--- config.mk ---
export PLATFORM = sky130hd
export DESIGN_NAME = target2dir
export DESIGN_NICKNAME = d
export VERILOG_FILES = /design/src/rtl/target2dir.sv
export SDC_FILE = /design/constraint.sdc
export NUM_CORES = 1
export LEC_CHECK = 0
export CORE_UTILIZATION = 35
export CTS_CLUSTER_DIAMETER = 40
export DETAILED_ROUTE_END_ITERATION = 16
export PLACE_DENSITY = 0.55
export SLEW_MARGIN = 20
export SYNTH_ARGS = -nofsm -noshare
export SYNTH_HDL_FRONTEND = slang
export SYNTH_SLANG_ARGS = --single-unit
--- constraint.sdc ---
create_clock -name clk -period 4.8 [get_ports clk]
set_input_delay 0.96 -clock clk [delete_from_list [all_inputs] [get_ports clk]]
set_output_delay 0.96 -clock clk [all_outputs]
set_load 0.1 [all_outputs]
--- src/rtl/target2dir.sv ---
// Vision-target tracking front-end: turns one accepted target coordinate per frame
// into timed, mutually exclusive direction levels and declares the target lost after a tick timeout.
module target2dir #(
  parameter int unsigned COORD_W    = 10,
  parameter int unsigned CENTER_X   = 320,
  parameter int unsigned CENTER_Y   = 240,
  parameter int unsigned DEADBAND   = 16,
  parameter int unsigned HOLD_SHIFT = 3,
  parameter int unsigned MAX_HOLD   = 63,
  parameter int unsigned LOST_TICKS = 500
) (
  input  logic               clk,
  input  logic               nrst,
  input  logic               tick,
  input  logic               tgt_valid,
  output logic               tgt_ready,
  input  logic               tgt_found,
  input  logic [COORD_W-1:0] tgt_x,
  input  logic [COORD_W-1:0] tgt_y,
  output logic               left_dir,
  output logic               right_dir,
  output logic               up_dir,
  output logic               down_dir,
  output logic               lost
);

  localparam int unsigned     TW     = $clog2(LOST_TICKS + 1);
  localparam logic [TW-1:0]   LOST_C = TW'(LOST_TICKS);
  localparam logic [TW-1:0]   TONE_C = TW'(1);
  localparam logic [COORD_W:0] CX_C  = (COORD_W + 1)'(CENTER_X);
  localparam logic [COORD_W:0] CY_C  = (COORD_W + 1)'(CENTER_Y);
  localparam logic [COORD_W:0] DB_C  = (COORD_W + 1)'(DEADBAND);
  localparam logic [COORD_W:0] ONE_C = (COORD_W + 1)'(1);
  localparam logic [COORD_W:0] MXW_C = (COORD_W + 1)'(MAX_HOLD);
  localparam logic [7:0]       MX8_C = 8'(MAX_HOLD);

  typedef enum logic [1:0] {S_IDLE, S_TRACK, S_LOST} state_e;

  state_e             state_q, state_d;
  logic               comp_q, comp_d;
  logic               found_q, found_d;
  logic [COORD_W-1:0] x_q, x_d, y_q, y_d;
  logic [TW-1:0]      timer_q, timer_d;
  logic [7:0]         cntx_q, cntx_d, cnty_q, cnty_d;
  logic               negx_q, negx_d, negy_q, negy_d;
  logic               left_q, left_d, right_q, right_d, up_q, up_d, down_q, down_d;
  logic               lost_q, lost_d;
  logic               acc;
  logic [COORD_W:0]   err_x, err_y;

  // Error is two's complement in COORD_W+1 bits; the hold is the saturated,
  // shifted excess over the deadband plus one.
  function automatic logic [7:0] hold_of(input logic [COORD_W:0] err);
    logic [COORD_W:0] mag;
    logic [COORD_W:0] over;
    mag = err[COORD_W] ? ('0 - err) : err;
    if (mag <= DB_C) return '0;
    over = ((mag - DB_C) >> HOLD_SHIFT) + ONE_C;
    if (over >= MXW_C) return MX8_C;
    return 8'(over);
  endfunction

  always_comb begin
    acc     = tgt_valid & ~comp_q;
    comp_d  = acc;
    found_d = found_q;
    x_d     = x_q;
    y_d     = y_q;
    if (acc) begin
      found_d = tgt_found;
      x_d     = tgt_x;
      y_d     = tgt_y;
    end

    err_x = {1'b0, x_q} - CX_C;
    err_y = {1'b0, y_q} - CY_C;

    timer_d = timer_q;
    if (state_q == S_TRACK && tick && timer_q != LOST_C) timer_d = timer_q + TONE_C;
    if (comp_q && found_q) timer_d = '0;

    state_d = state_q;
    if (state_q == S_TRACK && timer_d == LOST_C) state_d = S_LOST;
    if (comp_q && found_q) state_d = S_TRACK;

    cntx_d = cntx_q;
    cnty_d = cnty_q;
    negx_d = negx_q;
    negy_d = negy_q;
    if (tick && cntx_q != '0) cntx_d = cntx_q - 8'd1;
    if (tick && cnty_q != '0) cnty_d = cnty_q - 8'd1;
    if (state_q == S_TRACK && state_d == S_LOST) begin
      cntx_d = '0;
      cnty_d = '0;
    end
    // The compute-stage load overrides any same-edge tick decrement.
    if (comp_q) begin
      cntx_d = found_q ? hold_of(err_x) : '0;
      cnty_d = found_q ? hold_of(err_y) : '0;
      negx_d = err_x[COORD_W];
      negy_d = err_y[COORD_W];
    end

    left_d  = (state_d == S_TRACK) && (cntx_d != '0) &&  negx_d;
    right_d = (state_d == S_TRACK) && (cntx_d != '0) && !negx_d;
    up_d    = (state_d == S_TRACK) && (cnty_d != '0) &&  negy_d;
    down_d  = (state_d == S_TRACK) && (cnty_d != '0) && !negy_d;
    lost_d  = (state_d == S_LOST);
  end

  always_ff @(posedge clk) begin
    if (!nrst) begin
      state_q <= S_IDLE;
      comp_q  <= 1'b0;
      found_q <= 1'b0;
      x_q     <= '0;
      y_q     <= '0;
      timer_q <= '0;
      cntx_q  <= '0;
      cnty_q  <= '0;
      negx_q  <= 1'b0;
      negy_q  <= 1'b0;
      left_q  <= 1'b0;
      right_q <= 1'b0;
      up_q    <= 1'b0;
      down_q  <= 1'b0;
      lost_q  <= 1'b0;
    end else begin
      state_q <= state_d;
      comp_q  <= comp_d;
      found_q <= found_d;
      x_q     <= x_d;
      y_q     <= y_d;
      timer_q <= timer_d;
      cntx_q  <= cntx_d;
      cnty_q  <= cnty_d;
      negx_q  <= negx_d;
      negy_q  <= negy_d;
      left_q  <= left_d;
      right_q <= right_d;
      up_q    <= up_d;
      down_q  <= down_d;
      lost_q  <= lost_d;
    end
  end

  assign tgt_ready = ~comp_q;
  assign left_dir  = left_q;
  assign right_dir = right_q;
  assign up_dir    = up_q;
  assign down_dir  = down_q;
  assign lost      = lost_q;

endmodule

==> results.txt, run 1 <==
The run finished, with violations left. The final reports fail on design-rule violations. In the synthesized netlist the dominant register cell turns out to be dfxtp_1. The share of async-settable or async-resettable flops after synthesis works out to 0%. TritonCTS built the clock tree. Once placement finished, the instance area stood at 4630 µm².

The worst flop-to-flop path endpoint is cntx_q[4]$_SDFF_PN0_. The critical path goes through inv_1 -> ha_1 -> nor2b_1 -> or2_2 -> a21oi_1 -> xnor2_1 -> ha_1 -> xor2_1 -> nand3_1 -> mux2i_2 -> nand2b_1 -> or4_1 -> and3_1 -> o31ai_1 -> a21oi_1. Number of hold violations in the final report: 0. Dividing the detail-routed wire length by the instance count gives 14.1 µm. The total area inside the core boundary comes to 11600 µm². In this run the power spent charging and discharging nets is 0.850 mW.

Setup repair after global routing left no endpoint under its margin. The global placer's final weighted congestion came out at 0.825. The tree is rooted in a clkbuf_16.

The run gives 4230 µm² as the post-synth design cell area. The overall track demand over capacity in global routing is 16.7%. The fraction of layout instances using a drive strength above 1 is 5.06%, and the peak per-stage delay on the critical path is 0.63 ns.

For the combinational cell fraction of total power, the log shows 50.5%. Following the worst setup path forward leads to its endpoint at cntx_q[4]$_SDFF_PN0_. The vertical die dimension works out to 112 µm.

For the wire length of the first global-routing pass, the log shows 17400 µm. The fraction of power consumed by the clock network came out at 18.4%. The remaining design rule violation count was 1. CTS saw 56 sinks. In the layout the commonest cells are 71 x nand2_1, 58 x nor2_1, 56 x dfxtp_1.

For this run, the detailed router's first-pass iteration total came to 10. Slew at the pin with the worst max-slew slack: 0.998 ns. Synthesis produced a netlist with a net count of 601. Post-CTS repair changed the size of 0 cells. The overall die width came out at 112 µm. In this run the register-to-register setup slack is 0.66 ns.

In this run the worst setup path begins at x_q[6]$_SDFFE_PN0P_. The setup TNS is 0 ns, and the via density per instance is 5.45. The min-delay analysis places its worst path in the category reg2reg.

Path length in cells of the critical path: 15. For the number of buffers on the longest clock path, the log shows 2. IR analysis of the VDD net gives a maximum drop of 0.000167 V. The layout overhead on the synthesized area is 12.7%, and the switching fraction of total power is 42.4%. The worst setup path is captured at a flip-flop. The analysis attributes to cell leakage a power of 1.71 nW. In this run the power density over the cells is 420 nW/µm². In this run the critical register-to-register path is launched from x_q[6]$_SDFFE_PN0P_. Number of buffer and inverter instances along the worst setup path: 1. The most common library cell in the layout ignoring fill and taps was nand2_1. Internal power comes to 1.15 mW. Summing all non-filler instances in the final layout gives an area of 4770 µm². The flop and latch count out of synthesis works out to 56. The average instance in the mapped netlist occupies 7.61 µm².

For the routed via count, the log shows 3905. Dominant delay contributor by cell family on the critical path: simple AND/OR/NAND/NOR gates. Dividing the final minimum period by the clock period gives 86.3%. Fill cells in the final layout number 1235. The slowest stage of the critical path is the dfxtp_1 cell. For this run the aggregate overflow at the end of global routing stands at 0. The kind of start point of the critical path was a flip-flop. The timing-limited maximum frequency came out at 0.241 GHz.

The tools report the final max-slew violation count as 0. Yosys printed 0 warnings. The category of the critical setup timing path was reg2reg. The total CTS buffers is 5, and the instance count of the mapped netlist is 556. The number of antenna violations at the first check in global routing is 0, and the required time reported for the critical path endpoint is 4.95 ns. In this run the worst path has a maximum fanout of 15. In the final design database the tool counted 617 nets. After clock tree synthesis, the clock-pin slew on the worst setup and hold paths is 0.08 ns. The initial utilization of the core area, before any placement, comes to 36.4%. For this run, the register share of the synthesized area comes to 26.5%. Buffers added to address setup during post-CTS repair amount to 0. The total of buffers placed on input and output ports was 30; the maximum number of pins on one net before global-route repair was 32. The H-tree was split into 2 levels.

Yosys mapped a number of flops with a built-in enable equal to 0. The run gives 31.0% as the sequential cell fraction of total power. Hold repair after CTS inserted 0 buffers.

Data on the critical path arrives at its endpoint at 4.29 ns. Once detailed placement completed, the half-perimeter wirelength came to 7730 µm. The reported max-cap violation count was 0; the cell depth of the worst flop-to-flop path was 15.

The logs give 72 for the unique cell type count in the Yosys netlist and 33.4% for the worst slew margin relative to its limit. Once detail routing completed, the nets flagged for antenna violations numbered 0. The logs give 31 for the total I/O pin count and 0.30 ns for the clock insertion delay at the later pin of the skew report. The routed design has 10100 µm of wire. The floorplan has 39 rows. The via count of the first global-routing pass came out at 3745. In this run the most critical hold path is launched from x_q[7]$_SDFFE_PN0P_.

The tools report the violation count after the first detailed-routing iteration as 167. The overall die area is 12500 µm², and the shortest clock period the worst path allows after layout is 4.14 ns. 0 antenna diodes ended up in the layout. On the final layout, the worst clock skew is 0.0109 ns. For the setup violation total in the final timing report, the log shows 0.
cells by family after synthesis:
family	share of synthesized area (%)
AND/OR/NAND/NOR	29.1
buffers and inverters	4.14
multiplexers	2.48
AO/OA/AOI/OAI	22.0
XOR/XNOR	9.93
flip-flops	26.5
adder cells (fa/ha/maj)	5.91
how the worst min path moves through the flow:
stage | depth (start not counted) | slack (ns) | endpoint
after global routing | 2 | 0.51 | found_q$_SDFFE_PN0P_
after global placement | 2 | 0.46 | found_q$_SDFFE_PN0P_
after detailed placement | 2 | 0.48 | found_q$_SDFFE_PN0P_
final | 2 | 0.48 | x_q[7]$_SDFFE_PN0P_
after CTS | 2 | 0.49 | found_q$_SDFFE_PN0P_
after floorplan | 2 | 0.44 | found_q$_SDFFE_PN0P_
worst min-delay path, delay by kind of cell, from the launching register on:
family | cells | cell delay, ns
DFF | 1 | 0.33
and+or+nand+nor | 1 | 0.06
AOI/OAI and AO/OA | 1 | 0.05
layer usage:
metal	vias up	global-route usage [%]	wire length [µm]
met4	0	4.18	110
li1	2025	-	-
met5	-	0	0
met1	1813	21.7	4970
met2	55	28.9	4760
met3	12	2.50	266
power groups by stage:
stage               Sequential (mW)  Clock, mW  Combinational [mW]
CTS                           0.621      0.375                1.01
floorplan                     0.609          0               0.813
finish                        0.621      0.369                1.01
detailed placement            0.631          0               0.999
global route                  0.634      0.396                1.14
global placement              0.629          0               0.990
flip-flops by register name, summed over array words and instances, names as in the netlist, 2 cells and up:
signal / flops
y_q: 10
x_q: 10
cnty_q: 8
state_q: 2
timer_q: 9
cntx_q: 8
area by class of cell:
| type | count | area (µm²) | share of cell area [%] |
|---|---|---|---|
| Clock inverter | 1 | 8.76 | 0.184 |
| Inverter | 19 | 71.3 | 1.49 |
| Clock buffer | 7 | 133 | 2.78 |
| Timing Repair Buffer | 33 | 323 | 6.76 |
| Multi-Input combinational cell | 457 | 2940 | 61.5 |
| Sequential cell | 56 | 1120 | 23.5 |
| Tap cell | 143 | 179 | 3.75 |
stage by stage:
step | setup slack (ns) | util, % | cells | hold WS, ns | total power [mW]
3_5_place_dp | 0.655 | 39.9 | 708 | 0.475 | 1.63
3_3_place_gp | 0.750 | 39.9 | 708 | 0.464 | 1.62
5_1_grt | 0.151 | 41.1 | 716 | 0.510 | 2.17
2_1_floorplan | 1.18 | - | 556 | 0.445 | 1.42
4_1_cts | 0.654 | 41.1 | 716 | 0.485 | 2.00
6_report | 0.659 | 41.1 | 716 | 0.480 | 2.00
cell usage after synthesis (all sizes together), types with 17 or more instances:
cell type   n  area share [%]
dfxtp      56              26
a21oi      49             5.8
nor2       58             5.1
ha         20             5.9
nor3       18             2.1
xor2       21             4.3
nand2      71             6.3
clkbuf     17             1.5
o21ai      25             3.0
nand3      22             2.6
inv        18             1.6
xnor2      27             5.6
Note: power is estimated with default switching activity, not from simulation.
==> run 2, diff against run 1 <==
CELL_PAD_IN_SITES_DETAIL_PLACEMENT = 1   (was not set)
CELL_PAD_IN_SITES_GLOBAL_PLACEMENT = 1   (was not set)
PLACE_DENSITY = 0.69   (was 0.55)
==> run 2 against run 1 <==
  * Largest cell class unchanged
  * Sequential share of layout area about the same
  * Flip-flop and latch count unchanged
  * Worst setup slack better by 0.013 ns
  * Hold slack better by 0.0040 ns
  * Global-route usage up 1.8 points
  * Combinational power up 4%
  * Largest power group unchanged
  * The run still ends with design-rule violations left
  * Non-clock buffer count unchanged
  * Cell count down 0.14%
  * Critical path depth up 2
  * Clock power down 4%
  * Register-to-register slack about the same
==> results.txt, run 2 (synthesis results as in run 1) <==
The run gives 1.71 nW as the static leakage. The cell depth of the worst flop-to-flop path was 17; the first-pass iteration count of the detailed router was 10. The number of resized instances in the post-cts repair step was 0. Origin of the worst min-delay path: found_q$_SDFFE_PN0P_. The largest registers in the layout are x_q x10, y_q x10, timer_q x9. For the wire length of the first global-routing pass, the log shows 19200 µm.

The finished cells cover 4770 µm². On the final layout, the worst clock skew is 0.00752 ns. Counting along the longest clock path gives a buffer depth of 2. Setup repair after global routing left no endpoint under its margin.

The via density per instance was 5.54; the number of buffer and inverter instances along the worst setup path was 3. The setup violation total in the final timing report was 0; the global placer's final weighted congestion was 0.769. Including well taps, the total number of placed cells is 708. The worst slew margin relative to its limit is 34.8%. The path length in cells of the critical path works out to 17. The total of buffers placed on input and output ports was 30. The areal power density over the cells was 426 nW/µm². In this run the post-CTS setup repair buffer count came out at 0. The critical-path maximum fanout works out to 15. The initial utilization of the core area, before any placement, comes to 36.4%. The run gives 0.000149 V as the largest voltage drop on the vdd net. 31 I/O pins were placed.

The cell depth of the worst hold path came out at 2. The violation count after the first detailed-routing iteration came out at 128. Across the run, the number of max-cap violations was 0. The number of antenna diodes in the final layout is 0.

The tools report the endpoint class of the critical path as a flip-flop. The routed design has 11100 µm of wire. The logs give 0 for the number of hold buffers added after CTS and 0 ns for the setup TNS. Summed over all layers, the global routing overflow is 0. The area of the core is 11600 µm², and the post-DP HPWL is 8840 µm. Derived from the worst setup path, the maximum achievable clock frequency is 0.242 GHz.

The later pin in the worst-skew pair is clocked with a latency of 0.30 ns. Dividing the detail-routed wire length by the instance count gives 15.5 µm. The number of rows created at floorplan was 39; the remaining design rule violation count was 1.

The checks that failed: design-rule violations. For the final max-slew violation count, the log shows 0. The tools report the via count of the first global-routing pass as 4039. From left edge to right edge, the die measures 112 µm.

Data on the critical path is required at its endpoint by 4.98 ns. The tools report the kind of start point of the critical path as a flip-flop. Once layout is complete, the utilization of the core stands at 41.1%. After layout, the worst path uses 86.0% of the clock period. The logs give 0 for the number of antenna violations at the first check in global routing and 0.484 ns for the worst hold margin.

Layout overhead on the synthesized area: 12.7%. The endpoint identified for the worst register-to-register timing path is right_dir$_SDFF_PN0_. The end point of the worst hold path is found_q$_SDFFE_PN0P_.

Once layout is complete, the cells apart from fillers number 715. The signal on the critical path passes through inv_1 -> ha_1 -> nor2b_1 -> buf_4 -> or2_2 -> nor2_1 -> xnor2_1 -> inv_1 -> ha_1 -> xor2_1 -> nand3_1 -> mux2i_2 -> nand2b_1 -> or4_1 -> and3_1 -> nor4_2 -> nor3b_1. The tools report the overall track demand over capacity in global routing as 18.5%.

On the critical path the largest part of the delay comes from simple AND/OR/NAND/NOR gates. Total CTS buffers: 5. The vertical die dimension came out at 112 µm. The worst setup path is of the reg2reg kind.

The flow ran to the end, but the final reports show violations. TritonCTS built the clock tree. Of the cells placed in the final design, the portion with a size suffix greater than 1 is 5.42%. The peak per-stage delay on the critical path works out to 0.50 ns. For the pin with the worst max-slew slack, the measured transition is 0.971 ns.

Entering global routing, the biggest net connects 31 pins. Across all register-to-register paths, the minimum setup slack is 0.67 ns. The placed instances occupy a cell area of 4630 µm². The H-tree was split into 2 levels. The arrival time of data at the critical path endpoint is 4.31 ns, and the routed via count is 3960.

In this run the clock root is driven by a clkbuf_16. The tools report the worst setup slack before clock tree synthesis as 0.485 ns. The logs give 56 for the sink count of the clock tree and 12500 µm² for the overall die area.

The worst path in the final design needs a cycle of 4.13 ns, including I/O delays and setup. The design draws 2.03 mW. Class of the worst hold path: reg2reg. The clock transition at the registers of the reported paths came out at 0.07 ns.

The library cells used most frequently in the layout, excluding fill and tap cells, are 71 x nand2_1, 58 x nor2_1, 55 x dfxtp_1. Once detail routing completed, the nets flagged for antenna violations numbered 0. The number of hold violations in the final report is 0. The run gives 0.672 ns as the worst-case setup margin in the final layout. The worst flop-to-flop path startpoint is x_q[6]$_SDFFE_PN0P_. The final layout contains 617 nets. The slowest stage cell on the critical path is dfxtp_2. Most common library cell in the layout ignoring fill and taps: nand2_1.
-- run 2: cell types whose count changed in the layout (fill, tap and decap cells not counted) --
cell | previous run | this run
dfxtp_2 | 0 | 1
clkinv_4 | 1 | 0
clkbuf_1 | 2 | 0
clkinvlp_4 | 0 | 1
dfxtp_1 | 56 | 55
clkinv_2 | 0 | 1
-- run 2: worst max path at each step --
| stage | start | endpoint | slack, ns |
|---|---|---|---|
| final | x_q[6]$_SDFFE_PN0P_ | right_dir$_SDFF_PN0_ | 0.67 |
| after global routing | x_q[6]$_SDFFE_PN0P_ | right_dir$_SDFF_PN0_ | 0.22 |
| after CTS | x_q[6]$_SDFFE_PN0P_ | right_dir$_SDFF_PN0_ | 0.48 |
| after detailed placement | x_q[6]$_SDFFE_PN0P_ | right_dir$_SDFF_PN0_ | 0.49 |
| after global placement | x_q[6]$_SDFFE_PN0P_ | right_dir$_SDFF_PN0_ | 0.70 |
| after floorplan | x_q[6]$_SDFFE_PN0P_ | right_dir$_SDFF_PN0_ | 1.18 |
-- run 2: power by group --
| group | internal [mW] | switching, mW |
|---|---|---|
| clock network | 0.190 | 0.166 |
| registers | 0.534 | 0.0950 |
| logic | 0.424 | 0.623 |
-- run 2: area by class of cell --
cell class	instances	area [µm²]
Multi-Input combinational cell	457	2940
Timing Repair Buffer	33	323
Clock buffer	5	125
Inverter	19	71.3
Sequential cell	56	1120
Clock inverter	2	12.5
Fill cell	1447	6840
Tap cell	143	179
-- run 2: worst min-delay path, cell delays in order, from the launching register on --
cell	delay, ns
dfxtp_1	0.32
nand2_1	0.06
a21oi_1	0.05
-- run 2: per-layer routing --
layer / up-vias / global-route usage, % / wire length [µm]
met3: 8 / 2.78 / 295
met1: 1891 / 24.3 / 5480
met5: - / 0 / 0
met2: 43 / 31.8 / 5240
li1: 2018 / - / -
met4: 0 / 4.62 / 94
==> run 3, diff against run 2 <==
==> constraint.sdc (replaced) <==
create_clock -name clk -period 4.8 [get_ports clk]
set_input_delay 0.72 -clock clk [delete_from_list [all_inputs] [get_ports clk]]
set_output_delay 0.72 -clock clk [all_outputs]
set_load 0.1 [all_outputs]
==> run 3 against run 2 <==
  * The run still ends with design-rule violations left
  * Clock power up 22%
  * Wire length shrank 0.34%
  * Maximum frequency down 4.5%
  * Flip-flop and latch count unchanged
  * Cell count is the same
  * Critical path type unchanged
  * Critical endpoint unchanged
  * Largest power group unchanged
  * Highest routed layer unchanged
==> results.txt, run 3 (synthesis results as in run 1) <==
The areal power density over the cells came out at 435 nW/µm². TritonCTS built the clock tree. In the final routed layout, each cell accounts on average for 15.5 µm. After clock tree synthesis, the setup repair step added 0 buffers. The reported max-cap violation count is 0, and the critical-path maximum fanout is 15.

The number of buffers on the longest clock path is 2, and the violation count after the first detailed-routing iteration is 139. In this design, the stage delay of the slowest critical-path cell is 0.62 ns. Leaving out fill and tap cells, the most frequent cells in the layout are 71 x nand2_1, 58 x nor2_1, 56 x dfxtp_1. The category of the critical setup timing path was reg2reg. First-pass iteration count of the detailed router: 10. Setup repair after global routing left no endpoint under its margin.

The count of filler cells inserted in the layout came out at 1434. After detailed placement, the total cell area comes to 4620 µm². The finished cells cover 4800 µm². The number of antenna violations at the first check in global routing was 0; the largest voltage drop on the vdd net was 0.000188 V. The largest registers in the layout are x_q x10, y_q x10, timer_q x9. For the worst setup path, the data required time is 4.99 ns. The later pin in the worst-skew pair is clocked with a latency of 0.30 ns. The repair_antennas step left the layout with diodes totalling 0. 31 I/O pins were placed.

The number of rows created at floorplan came out at 39. After detailed routing, the number of vias per cell comes to 5.52. The H-tree was split into 2 levels. Once the floorplan was initialized, standard cells occupied 36.4% of the core. The logs give 0 for the number of hold violations in the final report and 0 for the count of antenna-violating nets left after detailed routing.

The fraction of layout instances using a drive strength above 1 was 5.24%. The final reports fail on design-rule violations. Gates resized during post-CTS repair numbered 0. Overall die area: 12500 µm². The flow ran to the end, but the final reports show violations.

The class of the worst hold path was reg2reg. The sink count of the clock tree is 56, and the shortest clock period the worst path allows after layout is 4.32 ns. The most common library cell in the layout ignoring fill and taps is nand2_1.

Summed over all layers, the global routing overflow is 0. Derived from the worst setup path, the maximum achievable clock frequency is 0.231 GHz. The clock transition at the registers of the reported paths works out to 0.08 ns. The core region is 11600 µm². The run gives 0 as the number of hold buffers added after CTS.

The number of nets in the layout was 616; the setup violation total in the final timing report was 0. The cell at the root of the clock tree is clkbuf_16. In this design, the largest share of critical-path delay is due to simple AND/OR/NAND/NOR gates. In the final timing run, aggregate negative setup slack is 0 ns. For the final max-slew violation count, the log shows 0. The die is 112 µm tall.

The tools report the final non-filler cell total as 715. The post-DP HPWL is 8710 µm, and the number of buffer and inverter instances along the worst setup path is 3. The logs give 31.3% for the worst slew margin relative to its limit and 4.51 ns for the arrival time of data at the critical path endpoint. For this design the static power due to leakage is 1.73 nW. TritonCTS created 5 clock buffers. Traced cell by cell, the critical path runs through inv_1 -> ha_1 -> nor2b_1 -> buf_4 -> or2_2 -> nor2_1 -> xnor2_1 -> inv_1 -> ha_1 -> xor2_1 -> nand3_1 -> mux2i_2 -> nand2b_1 -> or4_1 -> and3_1 -> nor4_2 -> nor3b_1. The slew at the pin with the worst max-slew slack was 1.03 ns. Summing over every cut layer, the via total after detailed routing is 3946. The final critical-path share of the clock period is 90.1%, and the global placer's final weighted congestion is 0.795.

The overall track demand over capacity in global routing was 18.3%; the layout overhead on the synthesized area was 13.3%. In this run the tool buffered the top-level ports with 30 buffer cells. The die is 112 µm wide. The clock arrives with 0.00789 ns of skew. After detailed placement, the design holds a cell count of 707. The tools report the remaining design rule violation count as 1. STA classifies the critical path startpoint as a flip-flop.

Entering global routing, the biggest net connects 32 pins. The via count of the first global-routing pass is 3963, and the wire length of the first global-routing pass is 18900 µm. The endpoint class of the critical path was a flip-flop. The slowest stage cell on the critical path is dfxtp_1. The tools report the routed wire length as 11100 µm.
## run 3: cell types whose count changed in the layout (fill, tap and decap cells not counted), sizes merged
cell / change
buf: -1
bufinv: +1
clkinv: +1
clkinvlp: -1
## run 3: metal layers
| metal | vias to the layer above | part of all wire [%] | global-route usage [%] |
|---|---|---|---|
| met3 | 8 | 2.0 | 2.56 |
| met1 | 1878 | 48 | 22.8 |
| met4 | 0 | 0.92 | 4.53 |
| li1 | 2020 | - | - |
| met5 | - | 0 | 0 |
| met2 | 40 | 49 | 32.9 |
## run 3: power breakdown
part	leakage (nW)	total (mW)	internal, mW	switching, mW
Combinational	1.18	1.03	0.422	0.609
Clock	0.0840	0.433	0.249	0.184
Sequential	0.457	0.623	0.534	0.0897
## run 3: final cells by class
cell class                      count  area, µm²  share of cell area (%)
Tap cell                          143        179                    3.73
Sequential cell                    56       1120                    23.4
Clock inverter                      3       47.5                   0.991
Timing Repair Buffer               32        315                    6.57
Multi-Input combinational cell    457       2940                    61.2
Clock buffer                        5        125                    2.61
Inverter                           19       71.3                    1.49
## run 3: final timing paths
path,slack [ns],end,cells after the start,start
worst max register to register,0.48,right_dir$_SDFF_PN0_,17,x_q[6]$_SDFFE_PN0P_
worst max-delay path,0.48,right_dir$_SDFF_PN0_,17,x_q[6]$_SDFFE_PN0P_
worst min register to register,0.48,x_q[7]$_SDFFE_PN0P_,2,x_q[7]$_SDFFE_PN0P_
worst min-delay path,0.48,x_q[7]$_SDFFE_PN0P_,2,x_q[7]$_SDFFE_PN0P_
## run 3: tightest hold or removal path, delay by kind of cell (launching register included)
kind / cells / cell delay (ns)
DFF: 1 / 0.33
and+or+nand+nor: 1 / 0.06
AOI/OAI and AO/OA: 1 / 0.05
## run 3: per-stage QoR
stage          hold WS (ns)  total power [mW]  setup slack [ns]  utilization, %
4_1_cts               0.480              2.11             0.432            41.3
3_3_place_gp          0.464              1.62             0.727            39.8
3_5_place_dp          0.470              1.66             0.499            39.8
6_report              0.476              2.09             0.476            41.3
2_1_floorplan         0.445              1.42              1.18               -
5_1_grt               0.519              2.26             0.117            41.3
